--- config.mk ---
export PLATFORM = sky130hd
export DESIGN_NAME = fifo_reader
export DESIGN_NICKNAME = d
export VERILOG_FILES = /design/src/rtl/fifo_pkg.sv /design/src/rtl/fifo_skid2.sv /design/src/rtl/fifo_reader.sv
export SDC_FILE = /design/constraint.sdc
export NUM_CORES = 1
export LEC_CHECK = 0
export ABC_AREA = 1
export ABC_CLOCK_PERIOD_IN_PS = 1310
export CAP_MARGIN = 0
export CORE_MARGIN = 2
export CORE_UTILIZATION = 38
export DETAILED_ROUTE_END_ITERATION = 10
export PLACE_DENSITY = 0.66
export SYNTH_ARGS = -nofsm -noshare
export SYNTH_HDL_FRONTEND = slang
export SYNTH_SLANG_ARGS = --single-unit
--- constraint.sdc ---
create_clock -name clk -period 1.31 [get_ports clk]
set_input_delay 0.131 -clock clk [delete_from_list [all_inputs] [get_ports clk]]
set_output_delay 0.131 -clock clk [all_outputs]
set_load 0.02 [all_outputs]
--- src/rtl/fifo_pkg.sv ---
// Shared constants and types for the FIFO drain path.
// Skid buffer states mirror occupancy directly.
package fifo_pkg;

  localparam int DEF_FIFO_WIDTH = 16;
  localparam int DEF_FIFO_DEPTH = 16;

  typedef enum logic [1:0] {
    EMPTY = 2'd0,
    ONE   = 2'd1,
    TWO   = 2'd2
  } skid_state_t;

endpackage

--- src/rtl/fifo_skid2.sv ---
// Two-entry skid buffer between FIFO read data and the stream port.
// Head is always the oldest word; second promotes on pop.
module fifo_skid2
  import fifo_pkg::*;
#(
  parameter int W = DEF_FIFO_WIDTH
) (
  input  logic         clk,
  input  logic         rst,
  input  logic         push,
  input  logic [W-1:0] push_data,
  input  logic         pop,
  output skid_state_t  occ,
  output logic [W-1:0] head,
  output logic [W-1:0] second
);

  skid_state_t  state_q, state_d;
  logic [W-1:0] d0_q, d0_d;
  logic [W-1:0] d1_q, d1_d;

  always_ff @(posedge clk) begin
    if (rst) begin
      state_q <= EMPTY;
      d0_q    <= '0;
      d1_q    <= '0;
    end else begin
      state_q <= state_d;
      d0_q    <= d0_d;
      d1_q    <= d1_d;
    end
  end

  always_comb begin
    state_d = state_q;
    d0_d    = d0_q;
    d1_d    = d1_q;
    unique case (state_q)
      EMPTY: begin
        if (push) begin
          state_d = ONE;
          d0_d    = push_data;
        end
      end
      ONE: begin
        if (push && pop) begin
          d0_d = push_data;
        end else if (push) begin
          state_d = TWO;
          d1_d    = push_data;
        end else if (pop) begin
          state_d = EMPTY;
        end
      end
      TWO: begin
        if (pop) begin
          state_d = ONE;
          d0_d    = d1_q;
        end
      end
      default: state_d = EMPTY;
    endcase
  end

  // The issue rule upstream must never let a word land while full.
  always_ff @(posedge clk) begin
    if (!rst) begin
      assert (!(push && state_q == TWO));
    end
  end

  assign occ    = state_q;
  assign head   = d0_q;
  assign second = d1_q;

endmodule

--- src/rtl/fifo_reader.sv ---
// Drains a FIFO with one-cycle read latency into a valid/ready stream.
// Issue is throttled so buffered plus in-flight words never exceed two.
module fifo_reader
  import fifo_pkg::*;
#(
  parameter int FIFO_WIDTH = DEF_FIFO_WIDTH,
  parameter int CNT_WIDTH  = 16
) (
  input  logic                  clk,
  input  logic                  rst,
  input  logic                  drain_en,
  input  logic                  fifo_empty,
  input  logic [FIFO_WIDTH-1:0] fifo_data_out,
  input  logic                  fifo_underflow,
  output logic                  fifo_rd_en,
  output logic                  m_valid,
  input  logic                  m_ready,
  output logic [FIFO_WIDTH-1:0] m_data,
  output logic [CNT_WIDTH-1:0]  drained_cnt,
  output logic                  underflow_seen
);

  skid_state_t           occ;
  logic [FIFO_WIDTH-1:0] skid_head;
  logic [FIFO_WIDTH-1:0] skid_second;
  logic                  inflight;
  logic [2:0]            load;
  logic                  pop;
  logic [CNT_WIDTH-1:0]  cnt_q;
  logic                  uflow_q;
  logic [FIFO_WIDTH-1:0] promote_q;
  logic                  promote_chk_q;

  assign load = {1'b0, occ} + {2'b00, inflight};

  assign fifo_rd_en = !rst && drain_en &&
                      !fifo_empty && (load < 3'd2);

  assign m_valid = !rst && (occ != EMPTY);
  assign m_data  = rst ? '0 : skid_head;
  assign pop     = m_valid && m_ready;

  assign drained_cnt    = rst ? '0 : cnt_q;
  assign underflow_seen = !rst && uflow_q;

  fifo_skid2 #(
    .W (FIFO_WIDTH)
  ) u_skid (
    .clk       (clk),
    .rst       (rst),
    .push      (inflight),
    .push_data (fifo_data_out),
    .pop       (pop),
    .occ       (occ),
    .head      (skid_head),
    .second    (skid_second)
  );

  always_ff @(posedge clk) begin
    if (rst) begin
      inflight <= 1'b0;
      cnt_q    <= '0;
      uflow_q  <= 1'b0;
    end else begin
      inflight <= fifo_rd_en;
      if (pop) begin
        cnt_q <= cnt_q + CNT_WIDTH'(1);
      end
      if (fifo_underflow) begin
        uflow_q <= 1'b1;
      end
    end
  end

  // A pop from TWO must promote the second entry to head.
  always_ff @(posedge clk) begin
    if (rst) begin
      promote_chk_q <= 1'b0;
    end else begin
      promote_chk_q <= pop && (occ == TWO);
      promote_q     <= skid_second;
      if (promote_chk_q) begin
        assert (skid_head == promote_q);
      end
    end
  end

endmodule

==> results.cfg, run 1 <==
[flow_run]
max-cap-violations = 0

[yosys]
yosys.area_share.simple_pct = 35.9
yosys-mux-area-fraction_pct = 0
synth_compound_area_share_pct = 12.5
synth_area_per_cell_sq_um = 6.26
netlist_instances = 405
synth_top_family_by_area = simple AND/OR/NAND/NOR gates
synth_top_area_share_pct = 41.1
synth_top_area_cell = dfxtp_1
synth-seq-area-share_pct = 41.1
syn-cell-area_sq_mm = 0.00253
ys_seq_elements = 52
synth_nets = 428
synthAdderAreaFrac_pct = 0.494
ys.warnings.count = 0
synthDistinctLibCells = 27
synth-xor-area-share_pct = 0
ys_top_cells_by_area = dfxtp_1 (41%), nor2_1 (18%), nand2_1 (13%)

[clock_tree]
cts_root_buf = clkbuf_8
htreeDepth = 2
clk_pin_slew_worst_paths_ps = 100
cts.sinks = 52
clockBufferDepth = 2
hold_buffers = 0
numCtsBuffers = 5
cts_tree = built
clock_latency_ps = 310

[run_status]
violations = setup timing
outcome = finished with violations

[global_routing]
use_met2_pct = 33.5
first_global_vias = 2663
busiest_layer = met2
met3_usage_pct = 3.85
grt_remaining_overflow = 0
grt_start_max_net_pins = 36
grt_usage_pct = 19.7
grt_pass1_wl_um = 11700
use_met1_pct = 24.4
antenna_found_initial = 0

[detailed_routing]
vias = 2786
dr.pass1.iters = 4
viasPerCell = 4.87
antenna_left = 0
wirelength_um = 7240
drcViolationCount = 0
drt_iter0_markers = 67
wl_per_cell_um = 12.7

[critical_path]
cp-start-kind = flip-flop
worst-path-buf-inv = 3
end_kind = flip-flop
cp_slowest_stage_delay_ps = 380
critPathSlowestCell = dfxtp_4
path_cells = buf_4 > nor2_4 > buf_6 > nand2_4 > nand2_4 > nand2_8 > buf_8 > o21ai_2 > nor2_1
cpMostUsedCell = nand2_4
cpLargestDelayFamily = simple AND/OR/NAND/NOR gates
worstSetupPathType = reg2reg
arrival_ps = 1660
crit_fanout = 5
cp.required_ps = 1520

[floorplanning]
chipHeight_um = 85.7
ioPinCount = 57
start_util_pct = 39.7
coreArea_sq_mm = 0.00639
rows = 29
die_area_sq_mm = 0.00734
die_w_um = 85.7

[finish]
nets = 517
antenna_cells = 0
fillerInstances = 589
layout-drive-gt1-share_pct = 35.8
synthToLayoutAreaGrowth_pct = 58.4
final_core_util_pct = 62.9

[power_and_ir_drop]
cellLeakagePower_nw = 1.73
clkPwrFrac_pct = 34.5
power_switching_w = 0.000878
p_comb_share_pct = 15.5
switching_share_pct = 26.5
peakVddDrop_mv = 0.477
p_total_w = 0.00332
pwr-share-seq_pct = 50.0
intPower_w = 0.00244
power.density_mw_per_mm2 = 827

[sta]
slew_viol_final = 0
post-route-min-period_ps = 1450
maxSlewHeadroom_pct = 76.4
grt_setup_unrepaired = yes
timing.hold.ws_ps = 210
hold_violations = 0
fin_worst_skew_ps = 5.33
worst_pin_slew_ps = 345
setup_viol = 43
fmax_mhz = 688
fin_setup_tns_ps = -2990
fin_ws_ps = -143
post-route-period-util_pct = 111

[placed_design]
hpwl_um = 4520
pre_cts_ws_ps = -501
port_buffers = 56
routabilityCongestion = 0.788

[min_path]
min_path_type = in2reg
## what timing repair did
| item | CTS | global route |
|---|---|---|
| endpoints found under the setup margin | 76 | 76 |
| setup buffers | 6 | 5 |
| cloned | 2 | 0 |
| gates resized for setup | 157 | 128 |
| pin swaps | 15 | 23 |
## cell usage after synthesis, drive strengths merged
master	instances
a2111oi	2
a21oi	12
a31oi	2
buf	5
clkbuf	11
dfxtp	52
ha	1
inv	47
nand2	91
nand3	6
nand3b	1
nand4	1
nor2	124
nor3	4
nor3b	1
o21ai	44
o21bai	1
## worst register-to-register path, delay by kind of cell (launching register included)
family / cells / cell delay (ps)
AND/OR/NAND/NOR: 5 / 450
buffers and inverters: 3 / 430
flip-flops: 1 / 380
AO/OA/AOI/OAI: 1 / 110
## power by group through the flow
stage               registers, W  logic [W]  clock network, W
floorplan                0.00168   0.000206                 0
global placement         0.00168   0.000395                 0
detailed placement       0.00168   0.000400                 0
CTS                      0.00165   0.000451           0.00116
global route             0.00167   0.000563           0.00125
finish                   0.00166   0.000515           0.00114
## metal layers
metal / up-vias / routed length (um)
met4: 0 / 124
met2: 64 / 3790
met5: - / 0
met3: 15 / 309
li1: 1432 / -
met1: 1275 / 3010
## final timing paths
| check | endpoint | slack [ps] | startpoint | cells after the start |
|---|---|---|---|---|
| max | u_skid.head[6]$_SDFFE_PP0P_ | -140 | u_skid.occ[0]$_SDFFE_PP0P_ | 9 |
| max reg2reg | u_skid.head[6]$_SDFFE_PP0P_ | -140 | u_skid.occ[0]$_SDFFE_PP0P_ | 9 |
| min | u_skid.occ[1]$_SDFFE_PP0P_ | 210 | rst | 3 |
| min reg2reg | cnt_q[4]$_SDFFE_PP0P_ | 470 | cnt_q[3]$_SDFFE_PP0P_ | 1 |
## cells by family (layout without fill, tap and decap cells)
family	Yosys count	count (layout)
adder cells (fa/ha/maj)	1	1
buffers and inverters	63	153
flip-flops	52	52
AND/OR/NAND/NOR	228	228
AO/OA/AOI/OAI	61	61
## area by class of cell
class	count	area, sq um	share of cell area [%]
multi-input combinational	290	1640	40.8
tap	77	96.3	2.40
inverter	47	195	4.86
clock buffer	5	68.8	1.71
sequential	52	1050	26.2
clock inverter	3	45.0	1.12
timing repair buffer	98	921	22.9
## registers in the layout, summed over array words and instances (netlist names)
register,count
inflight,1
u_skid.second,16
u_skid.occ,2
u_skid.head,16
uflow_q,1
cnt_q,16
## layout by cell type (no fill, tap or decap), types with 6 or more instances in the layout
master and instances:
buf_6 20, nor2_2 12, nand2_1 75, nand2_4 8, clkbuf_2 21, inv_1 41, nor2_4 8, a21oi_1 6
nor2_1 104, dfxtp_1 46, clkdlybuf4s50_1 20, nand2_2 6, o21ai_2 36, buf_4 15
## through the flow
step / area [sq um] / std cells
after floorplan: 2540 / 405
after global placement: 3410 / 554
after detailed placement: 3410 / 554
after CTS: 3800 / 570
after global routing: 4020 / 572
final: 4020 / 572
Note: power is estimated with default switching activity, not from simulation.
==> run 2, diff against run 1 <==
--- a/config.mk
+++ b/config.mk
@@ -11,7 +11,8 @@
 export CORE_MARGIN = 2
 export CORE_UTILIZATION = 38
 export DETAILED_ROUTE_END_ITERATION = 10
-export PLACE_DENSITY = 0.66
+export RECOVER_POWER = 100
 export SYNTH_ARGS = -nofsm -noshare
 export SYNTH_HDL_FRONTEND = slang
+export SYNTH_HIERARCHICAL = 1
 export SYNTH_SLANG_ARGS = --single-unit
==> results.cfg, run 2 <==
[run_status]
outcome = finished with violations
violations = setup timing

[yosys]
synthDistinctLibCells = 23
synth_top_area_cell = dfxtp_1
ys_top_cells_by_count = nor2_1 (125), nand2_1 (111), inv_1 (67)
syn-cell-area_sq_mm = 0.00276
synth_area_per_cell_sq_um = 6.14
ys.warnings.count = 6
synthArstFlopShare_pct = 0
ys.flop_type = dfxtp_1
synth_nets = 472
ys_seq_elements = 52
ys_top_cells_by_area = dfxtp_1 (38%), nor2_1 (17%), nand2_1 (15%)
netlist_instances = 449
synth_edf_count = 0
yosysMostFrequentCell = nor2_1
synth_top_area_share_pct = 37.7
synth-seq-area-share_pct = 37.7

[min_path]
min_path_type = in2reg

[critical_path]
worst-path-buf-inv = 3
cp_slowest_stage_delay_ps = 380
cp-start-kind = flip-flop
end_kind = flip-flop
worstSetupPathType = reg2reg
crit_fanout = 8
path_cells = nor2_4 > nor3_4 > inv_2 > o21ai_2 > nand2_2 > buf_12 > buf_16 > nand2_2 > nand2_2 > nor2_2
cp.required_ps = 1580
critPathSlowestCell = dfxtp_4
cpMostUsedCell = nand2_2
cpLargestDelayFamily = simple AND/OR/NAND/NOR gates
arrival_ps = 1680

[finish]
layout-drive-gt1-share_pct = 32.6
layout_common_cells = nor2_1 (112), nand2_1 (94), inv_1 (63)
fin_cells = 645
antenna_cells = 0
post-route-cell-area_sq_mm = 0.00407
nets = 568
synthToLayoutAreaGrowth_pct = 47.4
final_common_cell = nor2_1

[sta]
maxSlewHeadroom_pct = 83.1
fin_ws_ps = -100
worst_pin_slew_ps = 253
fmax_mhz = 709
hold_violations = 0
fin_worst_skew_ps = 15.2
post-route-min-period_ps = 1410
post-route-period-util_pct = 108
grt_setup_unrepaired = yes
slew_viol_final = 0
setup_viol = 28

[power_and_ir_drop]
cellLeakagePower_nw = 1.92
peakVddDrop_mv = 0.377
power.density_mw_per_mm2 = 787

[clock_tree]
clockBufferDepth = 2
clock_latency_ps = 320
htreeDepth = 2
cts_tree = built
clk_pin_slew_worst_paths_ps = 110
cts.sinks = 52
cts_root_buf = clkbuf_8
numCtsBuffers = 5

[global_routing]
grt_usage_pct = 19.9
antenna_found_initial = 0
grt_start_max_net_pins = 19
grt_remaining_overflow = 0
grt_pass1_wl_um = 12500
first_global_vias = 2797

[placed_design]
routabilityCongestion = 0.805
dp_cells = 624
post_dp_cell_area_sq_mm = 0.00367
hpwl_um = 4620
port_buffers = 56

[detailed_routing]
wirelength_um = 7560
drcViolationCount = 0
vias = 2945
dr.pass1.iters = 4
viasPerCell = 4.57
antenna_left = 0
drt_iter0_markers = 55
wl_per_cell_um = 11.7

[floorplanning]
coreArea_sq_mm = 0.00714
die_w_um = 89.2
chipHeight_um = 89.2
ioPinCount = 57
die_area_sq_mm = 0.00795
rows = 31
start_util_pct = 38.6

[flow_run]
max-cap-violations = 0
## run 2: changes by cell type after synthesis, moves of 4 or more
cell | previous run | this run
clkbuf_1 | 10 | 1
inv_1 | 45 | 67
nor2_4 | 1 | 5
nand2_2 | 2 | 9
nand2_1 | 88 | 111
nor2_1 | 120 | 125
o21ai_0 | 43 | 19
nand3_1 | 6 | 13
buf_2 | 3 | 8
## run 2: final timing paths
check | end | slack [ps] | startpoint | depth (start not counted)
worst min-delay path | inflight$_SDFF_PP0_ | 380 | rst | 5
worst max-delay path | u_skid/head[15]$_SDFFE_PP0P_ | -100 | u_skid/occ[0]$_SDFFE_PP0P_ | 10
worst max register to register | u_skid/head[15]$_SDFFE_PP0P_ | -100 | u_skid/occ[0]$_SDFFE_PP0P_ | 10
worst min register to register | uflow_q$_SDFFE_PP0P_ | 480 | uflow_q$_SDFFE_PP0P_ | 2
## run 2: layout make-up
| class | count | area (sq um) |
|---|---|---|
| inverter | 71 | 274 |
| sequential | 52 | 1060 |
| fill | 716 | 3070 |
| multi-input combinational | 311 | 1590 |
| timing repair buffer | 104 | 925 |
| clock buffer | 5 | 68.8 |
| tap | 99 | 124 |
| clock inverter | 3 | 26.3 |
## run 2: repair_timing
action	in CTS	in global routing
gates cloned	5	1
resized for setup	169	80
setup buffers	9	3
setup endpoints to repair	66	48
pin swaps	7	17
hold buffers	0	0
## run 2: worst min-delay path, stage by stage
cell,delay [ps]
dlygate4sd2_1,200
buf_6,150
inv_2,40
nand4_1,80
a21oi_1,40
## run 2: power by group
| group | switching, W | leakage [nW] | total [W] | internal [W] |
|---|---|---|---|---|
| logic | 0.000291 | 1.44 | 0.000556 | 0.000265 |
| registers | 0.0000248 | 0.427 | 0.00164 | 0.00162 |
| clock network | 0.000603 | 0.0506 | 0.000999 | 0.000396 |
| total | 0.000919 | 1.92 | 0.00320 | 0.00228 |
## run 2: logic make-up (layout without fill, tap and decap cells)
| logic type | after synthesis | after routing | share of synthesized area, % |
|---|---|---|---|
| simple gates | 277 | 277 | 42.5 |
| fa+ha+maj | 1 | 1 | 0.454 |
| flops | 52 | 52 | 37.7 |
| buf+inv | 86 | 183 | 13.2 |
| compound gates | 33 | 33 | 6.13 |
## run 2: metal layers
layer / vias up / global-route usage, % / wire [um]
met3: 7 / 3.32 / 273
met1: 1339 / 23.7 / 3330
met2: 66 / 36.9 / 3890
met4: 0 / 5.16 / 75
li1: 1533 / - / -
met5: - / 0 / 0
## run 2: per-stage QoR
| step | setup TNS [ps] | power [W] | setup slack, ps | hold slack (ps) | utilization, % |
|---|---|---|---|---|---|
| 3_5_place_dp | -29350 | 0.00212 | -436 | 462 | 51.5 |
| 2_1_floorplan | -1230 | 0.00193 | -61.5 | 190 | - |
| 6_report | -1070 | 0.00320 | -100 | 381 | 57.0 |
| 3_3_place_gp | -28970 | 0.00211 | -432 | 451 | 51.5 |
| 5_1_grt | -3990 | 0.00334 | -159 | 394 | 57.0 |
| 4_1_cts | -2050 | 0.00319 | -124 | 371 | 54.2 |
==> run 3, diff against run 2 <==
--- a/config.mk
+++ b/config.mk
@@ -10,6 +10,7 @@
 export CAP_MARGIN = 0
 export CORE_MARGIN = 2
 export CORE_UTILIZATION = 38
+export CTS_CLUSTER_SIZE = 40
 export DETAILED_ROUTE_END_ITERATION = 10
 export RECOVER_POWER = 100
 export SYNTH_ARGS = -nofsm -noshare
==> results of run 3 <==
Same layout as run 2: the final DEF is identical, and so are final timing and power.
